`src/rtl/fill_pkg.sv`:
```
// Shared types and constants for the frame fill sequencer.
package fill_pkg;

  // Sequencer states: waiting for a request, sweeping the frame, frame complete.
  typedef enum logic [1:0] {
    IDLE = 2'd0,
    FILL = 2'd1,
    DONE = 2'd2
  } fill_state_t;

  localparam int FRAME_X_MAX = 159;
  localparam int FRAME_Y_MAX = 119;
  localparam int COLOUR_W    = 3;

  // Stripe colour: each column takes the low bits of its x coordinate,
  // giving eight repeating vertical bands across the frame.
  function automatic logic [COLOUR_W-1:0] stripe_colour(input logic [7:0] x);
    return x[COLOUR_W-1:0];
  endfunction

endpackage

```
`src/rtl/axis_counter.sv`:
```
// Saturating coordinate counter with synchronous clear, used for one axis.
module axis_counter #(
  parameter int W   = 8,
  parameter int MAX = 159
) (
  input  logic         clk,
  input  logic         rst_n,
  input  logic         load,
  input  logic         count,
  output logic [W-1:0] Q,
  output logic         at_max
);

  localparam logic [W-1:0] MAX_V = W'(MAX);

  logic [W-1:0] cnt_q;
  logic [W-1:0] cnt_d;

  // Next count: clear wins over increment; never steps past MAX.
  always_comb begin
    cnt_d = cnt_q;
    if (load) begin
      cnt_d = '0;
    end else if (count && (cnt_q != MAX_V)) begin
      cnt_d = cnt_q + W'(1);
    end
  end

  // Count register, cleared asynchronously.
  always_ff @(posedge clk or negedge rst_n) begin
    if (!rst_n) begin
      cnt_q <= '0;
    end else begin
      cnt_q <= cnt_d;
    end
  end

  assign Q      = cnt_q;
  assign at_max = (cnt_q == MAX_V);

endmodule

```
`src/rtl/fill_sequencer.sv`:
```
// Sweeps every pixel of the frame column by column (y inner loop) and
// drives the VGA adapter plot interface, with pause and two colour modes.
module fill_sequencer
  import fill_pkg::*;
#(
  parameter int X_MAX = FRAME_X_MAX,
  parameter int Y_MAX = FRAME_Y_MAX
) (
  input  logic                clk,
  input  logic                rst_n,
  input  logic                start,
  input  logic                pause,
  input  logic                mode,
  input  logic [COLOUR_W-1:0] colour_in,
  output logic [7:0]          vga_x,
  output logic [6:0]          vga_y,
  output logic [COLOUR_W-1:0] vga_colour,
  output logic                vga_plot,
  output logic                done
);

  fill_state_t         state_q;
  fill_state_t         state_d;
  logic                plot_q;
  logic                plot_d;
  logic                mode_q;
  logic [COLOUR_W-1:0] colour_q;
  logic                latch_en;

  logic                x_load;
  logic                x_count;
  logic                y_load;
  logic                y_count;
  logic [7:0]          x_q;
  logic [6:0]          y_q;
  logic                x_at_max;
  logic                y_at_max;

  axis_counter #(
    .W   (8),
    .MAX (X_MAX)
  ) u_x_counter (
    .clk    (clk),
    .rst_n  (rst_n),
    .load   (x_load),
    .count  (x_count),
    .Q      (x_q),
    .at_max (x_at_max)
  );

  axis_counter #(
    .W   (7),
    .MAX (Y_MAX)
  ) u_y_counter (
    .clk    (clk),
    .rst_n  (rst_n),
    .load   (y_load),
    .count  (y_count),
    .Q      (y_q),
    .at_max (y_at_max)
  );

  // Next state and counter controls. plot_q records whether the pixel at the
  // current coordinates has already been written: the counters only move on
  // once it has, so a pause never skips or repeats a pixel.
  always_comb begin
    state_d  = state_q;
    plot_d   = 1'b0;
    latch_en = 1'b0;
    x_load   = 1'b0;
    x_count  = 1'b0;
    y_load   = 1'b0;
    y_count  = 1'b0;
    case (state_q)
      IDLE: begin
        if (start) begin
          state_d  = FILL;
          plot_d   = 1'b1;
          latch_en = 1'b1;
          x_load   = 1'b1;
          y_load   = 1'b1;
        end
      end
      FILL: begin
        if (plot_q) begin
          if (x_at_max && y_at_max) begin
            // Last pixel written; coordinates stay parked at the corner.
            state_d = DONE;
          end else begin
            plot_d = !pause;
            if (y_at_max) begin
              y_load  = 1'b1;
              x_count = 1'b1;
            end else begin
              y_count = 1'b1;
            end
          end
        end else begin
          // Pending pixel not yet written: hold position until unpaused.
          plot_d = !pause;
        end
      end
      DONE: begin
        if (!start) begin
          state_d = IDLE;
          x_load  = 1'b1;
          y_load  = 1'b1;
        end
      end
      default: begin
        state_d = IDLE;
      end
    endcase
  end

  // State register.
  always_ff @(posedge clk or negedge rst_n) begin
    if (!rst_n) begin
      state_q <= IDLE;
    end else begin
      state_q <= state_d;
    end
  end

  // Plot strobe, plus mode/colour captured once per fill so mid-sweep
  // changes on the inputs cannot disturb the frame.
  always_ff @(posedge clk or negedge rst_n) begin
    if (!rst_n) begin
      plot_q   <= 1'b0;
      mode_q   <= 1'b0;
      colour_q <= '0;
    end else begin
      plot_q <= plot_d;
      if (latch_en) begin
        mode_q   <= mode;
        colour_q <= colour_in;
      end
    end
  end

  // Colour mux built only from registers, so no input reaches the outputs
  // combinationally.
  always_comb begin
    vga_colour = '0;
    if (state_q != IDLE) begin
      vga_colour = mode_q ? colour_q : stripe_colour(x_q);
    end
  end

  assign vga_x    = x_q;
  assign vga_y    = y_q;
  assign vga_plot = plot_q;
  assign done     = (state_q == DONE);

endmodule

```
`config.mk`:
```
export PLATFORM = sky130hd
export DESIGN_NAME = fill_sequencer
export DESIGN_NICKNAME = d
export VERILOG_FILES = /design/src/rtl/fill_pkg.sv /design/src/rtl/axis_counter.sv /design/src/rtl/fill_sequencer.sv
export SDC_FILE = /design/constraint.sdc
export NUM_CORES = 1
export LEC_CHECK = 0
export CORE_MARGIN = 10
export CORE_UTILIZATION = 48
export DETAILED_ROUTE_END_ITERATION = 10
export PLACE_DENSITY = 0.78
export SLEW_MARGIN = 25
export SYNTH_ARGS = -nofsm -noshare
export SYNTH_HDL_FRONTEND = slang
export SYNTH_SLANG_ARGS = --single-unit
```
`constraint.sdc`:
```
create_clock -name clk -period 2.45 [get_ports clk]
set_input_delay 0.245 -clock clk [delete_from_list [all_inputs] [get_ports clk]]
set_output_delay 0.245 -clock clk [all_outputs]
set_load 0.05 [all_outputs]
```
==> summary.txt <==
Global routing
  • Vias in the first global route: 928
  • Largest net degree at the start of global routing: 23
  • First-pass GRT wire length: 4190 um
  • Congestion Overflow GR: 0
  • Total GRT Usage: 11.5%
  • Initial antenna violation count: 0

Final layout
  • Fill cell total of the finished layout: 181
  • Area occupied by multi-input gates: 556 um2
  • Share of layout cells above drive strength 1: 6.57%
  • Ant. Diodes: 0
  • Final nets: 149
  • Synth-to-Final Area Change: 28.5%
  • Seq. cell area: 551 um2

Routing
  • Via count: 957
  • Router iterations before antenna repair: 4
  • Vias per inst: 5.80
  • Routed length per instance: 15.2 um
  • DRC violations left: 0
  • Met3 wire length: 199 um
  • Max layer used: met4
  • Met2 routed WL: 1170 um
  • Wl on met1: 1100 um
  • Final WL: 2510 um
  • Antenna Violating Nets Remaining: 0
  • DR iter-0 viols: 31

Logic synthesis
  • Unique cell type count in the Yosys netlist: 34
  • Yosys reg bits: 22
  • EDFF count, synth: 0
  • Most frequent cell after synthesis: dfrtp_1
  • Synth Instances: 109
  • Yosys warns: 0
  • Post-synth top area share: 48.6%
  • Syn avg cell area: 10.4 um2
  • Syn Nets: 119
  • Cell taking the most area after synthesis: dfrtp_1
  • Top post-synthesis cells by area: dfrtp_1 (49%), o31ai_1 (5.3%), mux2_2 (4.0%)
  • Commonest cells in the netlist: dfrtp_1 (22), nor2_1 (11), o31ai_1 (8)
  • Mapped Area: 1130 um2
  • Asr flop ratio synth: 100%
  • Post-synthesis sequential area ratio: 48.6%
  • Main synth FF type: dfrtp_1

Worst setup path
  • Data arrival, critical path: 2.41 ns
  • Required time of the worst setup path: 2.68 ns
  • Critical path origin: state_q[1]
  • Crit start category: register
  • Critical R2R Launch: state_q[1]
  • Max FO, Critical Path: 17
  • Worst setup path category: reg2reg
  • Critical Path End Type: register

Die
  • Die area: 4710 um2
  • I/O pins: 28
  • Die width: 68.6 um
  • Die Y: 68.6 um
  • Core area: 2230 um2
  • FP Rows: 17
  • Initial Util: 50.8%

Pwr
  • Pleak: 0.000612 uW
  • Sw Share: 42.9%
  • VDD IR-drop max: 0.728 mV
  • Internal: 656 uW
  • Logic pwr share: 42.8%
  • Flop pwr share: 43.0%
  • Psw: 492 uW
  • Pwr/cell area: 788 nW/um2
  • Clk pwr share: 14.2%

Timing
  • Fin crit share: 88.7%
  • Clk_skew: 0.0127 ns
  • Slew Viols, Final: 0
  • Tmin final: 2.17 ns
  • Final Setup Violations: 0
  • Final Hold Fails: 0
  • Fin worst setup slack: 0.277 ns
  • RSZ-0062 raised after global routing: false
  • Worst rel slew slack: 64.4%
  • Hold slack: 0.259 ns
  • Worst-Margin Slew: 0.533 ns
  • Setup TNS: 0 ns
  • Achievable Freq: 460 MHz

Clock tree
  • Number of setup buffers added after CTS: 0
  • Clock Sinks: 22
  • Hold Buf Count CTS: 0
  • Resized cells post-CTS: 0
  • Worst-path clk slew: 0.12 ns
  • Clk_lat worst skew: 0.31 ns
  • Clock Tree Buf Depth: 2
  • Root Buffer: clkbuf_4
  • H-Tree Depth: 1
  • CTS tree: yes
  • Inserted Clock Buffers: 3

Placement
  • Pre-CTS setup slack: 0.318 ns
  • GP Congestion: 0.811
  • Dpl hpwl: 1910 um
  • Port Buffers: 27

Worst hold path
  • Worst Hold Class: in2async

Job
  • Max-capacitance violation count: 0

Status
  • Status: complete, no violations
## flip-flops by register name, indices dropped and copies added, names as in the netlist
name           count
u_x_counter.Q      8
state_q            2
mode_q             1
u_y_counter.Q      7
colour_q           3
vga_plot           1
## worst max-delay path, stage by stage, from the launching register on
cell,delay (ns)
dfrtp_1,0.44
and3b_1,0.38
or3b_1,0.60
or4_1,0.54
a21oi_1,0.14
## layer usage
metal | GRT usage, % | vias to the layer above
met5 | 0 | -
met1 | 13.5 | 464
met4 | 5.28 | 0
met3 | 4.03 | 4
met2 | 18.4 | 25
li1 | - | 464
## cells in the final DEF (no fill, tap or decap), types with 2 or more instances in the layout
cell type	n
mux2i_1	4
mux2_2	4
nand3_1	3
clkbuf_4	3
nor2_1	11
and2_1	2
and2b_1	2
xor2_1	5
and4_1	2
inv_1	2
dfrtp_1	22
buf_4	2
and3_1	2
nand2_1	7
o211ai_1	2
or4_1	4
ha_1	2
o31ai_1	8
a21oi_1	6
o21ai_0	2
clkdlybuf4s50_1	27
nand4_1	2
o311ai_0	2
## power groups by stage
stage / clock (uW) / sequential (uW) / combinational (uW)
after floorplan: 0 / 694 / 126
after global placement: 0 / 497 / 494
after detailed placement: 0 / 502 / 498
after CTS: 170 / 494 / 499
after global routing: 182 / 510 / 531
final: 163 / 493 / 491
## cells by family after synthesis
| group | after synthesis | synth area share (%) |
|---|---|---|
| buf+inv | 6 | 2.43 |
| xor+xnor | 5 | 3.86 |
| simple gates | 43 | 21.6 |
| fa+ha+maj | 2 | 2.21 |
| flops | 22 | 48.6 |
| mux | 8 | 7.51 |
| compound gates | 23 | 13.8 |
## stage by stage
stage	cells	cell area, um2	utilization, %	power (uW)
final	165	1460	65.2	1150
after global routing	165	1460	65.2	1220
after CTS	165	1460	65.2	1160
after detailed placement	162	1430	64.2	1000
after global placement	162	1430	64.2	991
after floorplan	109	1130	-	820
## path summary, 6_finish.rpt
kind,to,slack (ns),cells after the start
setup / recovery,u_x_counter.Q[5],0.28,4
max in group asynchronous,u_y_counter.Q[2],1.95,2
setup reg to reg,u_x_counter.Q[5],0.28,4
hold reg to reg,colour_q[0],0.53,1
hold / removal,u_x_counter.Q[3],0.26,2
min in group clk,vga_plot,0.50,2
## cell type report
class | count | area share, %
flip-flops and latches | 22 | 37.8
repair buffers | 29 | 19.6
clock buffers | 3 | 1.55
inverters | 2 | 0.515
well taps | 28 | 2.41
multi-input cells | 81 | 38.1
Power figures use the tool's default switching activity.
